==> src/rtl/stopwatch_ctrl_if.sv <==
// Command, tick and display bundle between the button front-end, the stopwatch
// controller and the timer/display logic.
interface stopwatch_ctrl_if;
  logic       start_stop;
  logic       lap;
  logic       clear;
  logic       base_tick;
  logic       timer_enb;
  logic       timer_rst_n;
  logic [7:0] disp_cs;
  logic [7:0] disp_sec;
  logic [7:0] disp_min;
  logic       running;
  logic       lap_active;
  logic       overflow;

  modport master (
    output start_stop, lap, clear, base_tick,
    input  timer_enb, timer_rst_n, disp_cs, disp_sec, disp_min,
           running, lap_active, overflow
  );

  modport slave (
    input  start_stop, lap, clear, base_tick,
    output timer_enb, timer_rst_n, disp_cs, disp_sec, disp_min,
           running, lap_active, overflow
  );
endinterface

==> src/rtl/stopwatch_ctrl.sv <==
// Stopwatch control FSM: sequences the base timer, counts base_tick rising edges
// into a BCD mm:ss.cc value and drives the live or lap-frozen display.
module stopwatch_ctrl #(
  parameter int TICK_DIV = 1,
  parameter int MIN_MAX  = 59
) (
  input  logic               sys_clk,
  input  logic               reset_n,
  stopwatch_ctrl_if.slave    sw
);

  typedef enum logic [1:0] {IDLE, RUN, LAP, PAUSE} state_t;

  localparam logic [7:0] DIV_LAST = 8'(TICK_DIV - 1);
  localparam logic [3:0] MIN_T    = 4'(MIN_MAX / 10);
  localparam logic [3:0] MIN_U    = 4'(MIN_MAX % 10);

  state_t      state_q, state_d;
  logic        clear_hit, snap_take;
  logic        bt_q;
  logic        tick_evt;
  logic        counting;
  logic [7:0]  div_q;
  logic [23:0] cnt_q;
  logic [23:0] snap_q;
  logic [24:0] cnt_adv;
  logic        timer_enb_q, timer_rst_n_q, overflow_q;

  // Advance {min_t,min_u,sec_t,sec_u,cs_t,cs_u} by one hundredth; bit 24 flags the wrap.
  function automatic logic [24:0] time_advance(input logic [23:0] t);
    logic [3:0] mt, mu, st, su, ct, cu;
    logic       wrap;
    {mt, mu, st, su, ct, cu} = t;
    wrap = 1'b0;
    if (cu != 4'd9) cu = cu + 4'd1;
    else begin
      cu = 4'd0;
      if (ct != 4'd9) ct = ct + 4'd1;
      else begin
        ct = 4'd0;
        if (su != 4'd9) su = su + 4'd1;
        else begin
          su = 4'd0;
          if (st != 4'd5) st = st + 4'd1;
          else begin
            st = 4'd0;
            if (mt == MIN_T && mu == MIN_U) begin
              mt = 4'd0;
              mu = 4'd0;
              wrap = 1'b1;
            end else if (mu != 4'd9) mu = mu + 4'd1;
            else begin
              mu = 4'd0;
              mt = mt + 4'd1;
            end
          end
        end
      end
    end
    return {wrap, mt, mu, st, su, ct, cu};
  endfunction

  // Command decode: clear > start_stop > lap, ignored commands do not block lower ones.
  always_comb begin
    state_d   = state_q;
    clear_hit = 1'b0;
    snap_take = 1'b0;
    case (state_q)
      IDLE: begin
        if (sw.clear) clear_hit = 1'b1;
        else if (sw.start_stop) state_d = RUN;
      end
      RUN: begin
        if (sw.start_stop) state_d = PAUSE;
        else if (sw.lap) begin
          state_d   = LAP;
          snap_take = 1'b1;
        end
      end
      LAP: begin
        if (sw.start_stop) state_d = PAUSE;
        else if (sw.lap) state_d = RUN;
      end
      PAUSE: begin
        if (sw.clear) begin
          clear_hit = 1'b1;
          state_d   = IDLE;
        end else if (sw.start_stop) state_d = RUN;
      end
      default: state_d = IDLE;
    endcase
  end

  assign counting = (state_q == RUN) || (state_q == LAP);
  assign tick_evt = sw.base_tick & ~bt_q;
  assign cnt_adv  = time_advance(cnt_q);

  // Registered control: state, timer handshake, tick edge history
  always_ff @(posedge sys_clk) begin
    if (reset_n) begin
      state_q       <= IDLE;
      bt_q          <= 1'b0;
      timer_enb_q   <= 1'b0;
      timer_rst_n_q <= 1'b0;
    end else begin
      state_q       <= state_d;
      bt_q          <= sw.base_tick;
      timer_enb_q   <= (state_d == RUN) || (state_d == LAP);
      timer_rst_n_q <= ~clear_hit;
    end
  end

  // Registered count, divider, lap snapshot and sticky wrap flag
  always_ff @(posedge sys_clk) begin
    if (reset_n || clear_hit) begin
      div_q      <= 8'd0;
      cnt_q      <= 24'd0;
      snap_q     <= 24'd0;
      overflow_q <= 1'b0;
    end else begin
      if (snap_take) snap_q <= cnt_q;
      if (counting && tick_evt) begin
        if (div_q == DIV_LAST) begin
          div_q <= 8'd0;
          cnt_q <= cnt_adv[23:0];
          if (cnt_adv[24]) overflow_q <= 1'b1;
        end else begin
          div_q <= div_q + 8'd1;
        end
      end
    end
  end

  assign sw.timer_enb   = timer_enb_q;
  assign sw.timer_rst_n = timer_rst_n_q;
  assign sw.overflow    = overflow_q;
  assign sw.running     = counting;
  assign sw.lap_active  = (state_q == LAP);
  assign {sw.disp_min, sw.disp_sec, sw.disp_cs} = (state_q == LAP) ? snap_q : cnt_q;

endmodule
==> src/flat_wrapper.sv <==
// flat-port wrapper written by rule: the top's interface ports become plain ports
module stopwatch_ctrl_flat 
#(
  parameter int TICK_DIV = 1,
  parameter int MIN_MAX  = 59
)
  (sys_clk, reset_n, sw_start_stop, sw_lap, sw_clear, sw_base_tick, sw_timer_enb, sw_timer_rst_n, sw_disp_cs, sw_disp_sec, sw_disp_min, sw_running, sw_lap_active, sw_overflow);
  stopwatch_ctrl_if sw_i ();
  input  logic sys_clk;
  input  logic reset_n;
  input wire logic [$bits(sw_i.start_stop)-1:0] sw_start_stop;
  input wire logic [$bits(sw_i.lap)-1:0] sw_lap;
  input wire logic [$bits(sw_i.clear)-1:0] sw_clear;
  input wire logic [$bits(sw_i.base_tick)-1:0] sw_base_tick;
  output wire logic [$bits(sw_i.timer_enb)-1:0] sw_timer_enb;
  output wire logic [$bits(sw_i.timer_rst_n)-1:0] sw_timer_rst_n;
  output wire logic [$bits(sw_i.disp_cs)-1:0] sw_disp_cs;
  output wire logic [$bits(sw_i.disp_sec)-1:0] sw_disp_sec;
  output wire logic [$bits(sw_i.disp_min)-1:0] sw_disp_min;
  output wire logic [$bits(sw_i.running)-1:0] sw_running;
  output wire logic [$bits(sw_i.lap_active)-1:0] sw_lap_active;
  output wire logic [$bits(sw_i.overflow)-1:0] sw_overflow;
  assign sw_i.start_stop = sw_start_stop;
  assign sw_i.lap = sw_lap;
  assign sw_i.clear = sw_clear;
  assign sw_i.base_tick = sw_base_tick;
  assign sw_timer_enb = sw_i.timer_enb;
  assign sw_timer_rst_n = sw_i.timer_rst_n;
  assign sw_disp_cs = sw_i.disp_cs;
  assign sw_disp_sec = sw_i.disp_sec;
  assign sw_disp_min = sw_i.disp_min;
  assign sw_running = sw_i.running;
  assign sw_lap_active = sw_i.lap_active;
  assign sw_overflow = sw_i.overflow;
  stopwatch_ctrl #(.TICK_DIV(TICK_DIV), .MIN_MAX(MIN_MAX)) u_core (.sys_clk(sys_clk), .reset_n(reset_n), .sw(sw_i));
endmodule
==> config.mk <==
export PLATFORM = sky130hd
export DESIGN_NAME = stopwatch_ctrl_flat
export DESIGN_NICKNAME = d
export VERILOG_FILES = /design/src/rtl/stopwatch_ctrl_if.sv /design/src/rtl/stopwatch_ctrl.sv /design/src/flat_wrapper.sv
export SDC_FILE = /design/constraint.sdc
export NUM_CORES = 1
export LEC_CHECK = 0
export CAP_MARGIN = 40
export CORE_MARGIN = 10
export CORE_UTILIZATION = 45
export DETAILED_ROUTE_END_ITERATION = 16
export PLACE_DENSITY_LB_ADDON = 0.05
export SLEW_MARGIN = 20
export SYNTH_ARGS = -nofsm -noshare
export SYNTH_HDL_FRONTEND = slang
export SYNTH_SLANG_ARGS = --single-unit
==> constraint.sdc <==
create_clock -name sys_clk -period 2.9 [get_ports sys_clk]
set_input_delay 0.58 -clock sys_clk [delete_from_list [all_inputs] [get_ports sys_clk]]
set_output_delay 0.58 -clock sys_clk [all_outputs]
set_load 0.05 [all_outputs]
Yosys cells after proc, flatten, opt, wreduce, memory -nomap -nowiden. Cells that the tools add are included.

Register bits after elaboration: 62. Logic and storage cells: 83. Output and inout port bits: 29. Input bits: 6.

Bitwise logic cells: 7. Multiplexer cells: 28. Equality and inequality tests: 13. Add/subtract/negate cells: 7. Reductions and logical operators: 15.

Operator list (number): $mux 4 (8); $add 4x1->4 const B (6); $mux 24 (1); $ne 4x4->1 const B (4); $mux 2 (7); $mux 1 (10); $add 8x1->8 const B (1); $logic_not 8->1 (1); $mux 8 (1); $pmux 2 s4 (1); $reduce_and 7->1 (1); $eq 2x2->1 const B (3); $not 1->1 (6); $reduce_and 3->1 (2); $reduce_and 6->1 (1); $reduce_and 5->1 (1); $eq 2x1->1 const B (2); $eq 4x3->1 const B (1); $eq 4x4->1 const B (1); $ne 4x3->1 const B (1); $reduce_and 4->1 (1); $logic_or 1x1->1 (3); $logic_and 1x1->1 (2); $logic_not 2->1 (1); 4 further kinds (4).

Longest topological paths before layout.
Word-level depth: 8. Mapped depth: 8.

Worst setup path after synthesis. No wires, ideal clock.

Kind: register to output. Start: register u_core.state_q[0]. End: output port sw_disp_cs[5]. Cell stages (with the launch flop): 6. Setup slack: -0.024 ns. Data required time: 2.320 ns. Data arrival time: 2.344 ns. Path through: dfxtp_1 > inv_1 > ha_1 > clkbuf_1 > clkbuf_1 > o21ai_0.

Longest elaborated chain between the ends: 2.

Ends and longest elaborated chain: from (decl) (line stopwatch_ctrl.sv:18) `state_t state_q, state_d;`; from (signal assigned) (line stopwatch_ctrl.sv:106) `state_q <= state_d;`; $eq 2x2->1; net sw_lap_active (line flat_wrapper.sv:21) `output wire logic [$bits(sw_i.lap_active)-1:0] sw_lap_active;`; $mux 24 (line stopwatch_ctrl.sv:139) `assign {sw.disp_min, sw.disp_sec, sw.disp_cs} = (state_q == LAP) ? snap_q : cnt_q;`; to (decl) (line flat_wrapper.sv:17) `output wire logic [$bits(sw_i.disp_cs)-1:0] sw_disp_cs;`.

The timed path passes the listed nets, and every way through them passes these cells.

Worst setup path in the final report.
Start: register u_core.state_q[1]. End: output port sw_running.

Longest elaborated chain between the ends: 2. Elaborated cells on any way between the ends: 3. Classes of those cells: eq/ne: 2; reduce/logical: 1.

Ends and longest elaborated chain: $eq 2x1->1 or $eq 2x2->1 (tied branches) (line stopwatch_ctrl.sv:94) `assign counting = (state_q == RUN) || (state_q == LAP);`; $logic_or 1x1->1 (*) (line stopwatch_ctrl.sv:94); to (decl) (line flat_wrapper.sv:20) `output wire logic [$bits(sw_i.running)-1:0] sw_running;`.

Mark *: on every way between the ends. The rest lies on a longest branch, timed or not.

==> results.md <==
- Fin crit period: ~2.6 ns
- Setup violators final: 0
- Routed len/inst: 14.2 um
- Die area: 10,500 um^2
- Placer congestion estimate: around 0.86
- Final core utilization: 0.608
- Tot Pwr: ~2.2 mW
- Port Buffers: 34
- DR DRC count: 0
- Synth Area in XOR/XNOR: 0.0459
- Total GRT Usage: 0.139
- FP Rows: 29
- EDFF count, synth: 0
- Setup Skew: ~0.0031 ns
- Post-DR vias/cell: about 5.4
- GRT met2 Usage: 0.210
- Placed wire-length estimate: ~5 mm
- Worst ir drop on vdd: about 0.38 mV
- YS warnings: 0
- Leading cell type in the layout, fill and taps excluded: nand2_1
- Antenna-violating nets left: 0
- CTS resizes: 0
- Synth-to-layout area growth: 28.5%
- Worst R2R Path Depth: 7
- Period utilisation layout: 0.885
- I/O Pins: 35
- Post-CTS setup buffer count: 0
- Worst Max-Slew Pin Slew: 0.823 ns
- CTS buffer count: 9
- Met1 GRT Util: 0.181
- Clock Power Share: 0.302
- Final #Nets: ~420
- Initial antenna violation count: 0
- Fmax: between 300 and 400 MHz
- Total wire length: 6.93 mm
- Post-route cell area: a little under 4000 um^2
- Hold_sp: u_core.snap_q[0]$_SDFFE_PP0P_
- Power share of the combinational group: 0.288
- Final hold violations: 0
- Syn Std Cell Area: about 3000 um^2
- Setup TNS: 0 ns
- Post-synthesis sequential area ratio: 0.406
- Share of cells above drive strength 1: 0.180
- Sw frac: 0.338
- Drt pass-1 iters: 4
- Synth Area in Adders: 0.0410
- Worst r2r src: u_core.div_q[0]$_SDFFE_PP0P_
- Setup repair after global routing missed its margin: false
- Bufs on Longest Clock Path: 2
- Hold Path Class: flip-flop to flip-flop
- Critical Path AT: slightly below 2 ns
- Most frequent cells in the layout: nand2_1 (73), dfxtp_1 (62), a21oi_1 (35)
- Outcome: completed
- Worst-path fanout max: 5
- Worst R2R Setup Slack: 0.45 ns
- Mux contribution to synthesized area: 0.0893
- Largest net degree at the start of global routing: 24
- Syn Area/Cell: approximately 8.3 um^2
- DR iter-0 viols: around 90
- Remaining Overflow, GRT: 0
- Mapped Cells: ~370
- Yosys cell types: between 40 and 50
- Int Pwr: between 1 and 1.5 mW
- Placed Cells incl. Taps: 473
- Hold Buf Count CTS: 0
- CTS tree: yes
- Hold path depth: 2
- R2R Path End: u_core.cnt_q[19]$_SDFFE_PP0P_
- Vias: 2,637
- Initial Utilization: 0.473
- Die Height: ~100 um
- Reg power frac: 0.409
- CTS clk-pin slew, worst paths: approximately 0.06 ns
- Worst-Skew Late Latency: roughly 0.33 ns
- # diodes: 0
- Post-synth ARST share: 0
- Max_slew headroom: 0.450
- Dpl cell area: 3760 um^2
- Post-synthesis simple-gate area fraction: 0.257
- Dominant synthesized flop cell: dfxtp_1
- Worst Hold End: u_core.snap_q[0]$_SDFFE_PP0P_
- CP endpoint kind: primary output
- Yosys reg bits: 62
- Die width: roughly 100 um
- LEAKAGE: around 1.4 nW
- Kind of critical path: flip-flop to primary output
- GR Layer Usage met3: 0.0317
- Max cap viols: 0
- Root buffer cell: clkbuf_8
- Compound-Gate Fraction of Synth Area: 0.121
- Worst EP required: ~2.3 ns
- Vias in the first global route: between 2k and 2.5k
- Placeable Area: roughly 6500 um^2
- Max-slew violations: 0
- Net switching power of the design: ~0.74 mW
- First-pass GRT wire length: 11.7 mm
- Busiest grt layer: met2
- H-Tree Depth: 3
- Syn nets: 383
- Pwr Density: 561 nW/um^2
- Final instance count without filler cells: between 400 and 500
- Startpoint class of the critical path: flip-flop
- Clock Sinks: a little over 60
- Largest family of logic cells by synthesized area: simple AND/OR/NAND/NOR gates
-- cell usage after synthesis (5+ instances only) --
cell      count  area, um^2
mux2i_1       7        70.1
nand4_1       5        31.3
xor2_1        8        70.1
dfxtp_1      62        1240
clkbuf_1     14        52.6
nor2_1       31         116
nor2b_1       8        50.1
inv_1        16        60.1
a21oi_1      35         175
o21ai_0      13        65.1
nand2_1      73         274
nor3_1        6        30.0
xnor2_1       8        70.1
mux2_2       18         203
nor4_1        5        31.3
nand3_1       9        45.0
ha_1         10         125
-- through the flow --
step | setup WS [ns] | hold WS, ns
detailed placement | 0.329 | 0.444
finish | 0.332 | 0.453
CTS | 0.312 | 0.454
global placement | 0.379 | 0.438
global route | 0.215 | 0.481
floorplan | -0.0240 | 0.433
-- power groups by stage --
stage          registers (mW)  clock network [mW]  logic (mW)
3_3_place_gp            0.922                   0       0.636
3_5_place_dp            0.922                   0       0.639
6_report                0.902               0.666       0.635
5_1_grt                 0.906               0.716       0.704
4_1_cts                 0.903               0.680       0.642
2_1_floorplan           0.944                   0       0.416
-- layout make-up --
| type | instances | area, um^2 |
|---|---|---|
| fill | 582 | 2530 |
| multi-input combinational | 273 | 1690 |
| sequential | 62 | 1240 |
| timing repair buffer | 44 | 666 |
| clock buffer | 14 | 163 |
| tap | 77 | 96.3 |
| inverter | 17 | 63.8 |
| clock inverter | 1 | 5.00 |
-- layer usage --
layer,vias to the layer above,routed length [um]
met4,0,124
met2,40,3160
met1,1244,3400
li1,1340,-
met3,13,243
met5,-,0
-- flip-flops by register name, summed over array words and instances, names as in the netlist --
name                   flops
u_core.state_q             2
u_core.div_q               8
u_core.sw.timer_enb        1
u_core.sw.timer_rst_n      1
u_core.snap_q             24
u_core.bt_q                1
u_core.sw.overflow         1
u_core.cnt_q              24
-- cell families after synthesis --
logic type / count (synthesis)
xor+xnor: 16
flops: 62
fa+ha+maj: 10
simple gates: 158
buf+inv: 32
compound gates: 64
mux: 25
-- critical path, stage by stage (launching register included) --
cell	delay, ns
dfxtp_1	0.42
inv_1	0.09
ha_1	0.33
clkdlybuf4s50_1	0.82
-- worst max path at each step --
stage | startpoint | to | slack, ns | cells after the start
after floorplan | u_core.state_q[0]$_SDFF_PP0_ | sw_disp_cs[5] | -0.02 | 5
after global placement | sw_base_tick | u_core.cnt_q[19]$_SDFFE_PP0P_ | 0.38 | 6
after detailed placement | sw_base_tick | u_core.cnt_q[19]$_SDFFE_PP0P_ | 0.33 | 6
after CTS | u_core.state_q[1]$_SDFF_PP0_ | sw_running | 0.31 | 3
after global routing | u_core.div_q[0]$_SDFFE_PP0P_ | u_core.sw.overflow$_SDFFE_PP0P_ | 0.21 | 7
final | u_core.state_q[1]$_SDFF_PP0_ | sw_running | 0.33 | 3
(Power assumes the default switching activity.)
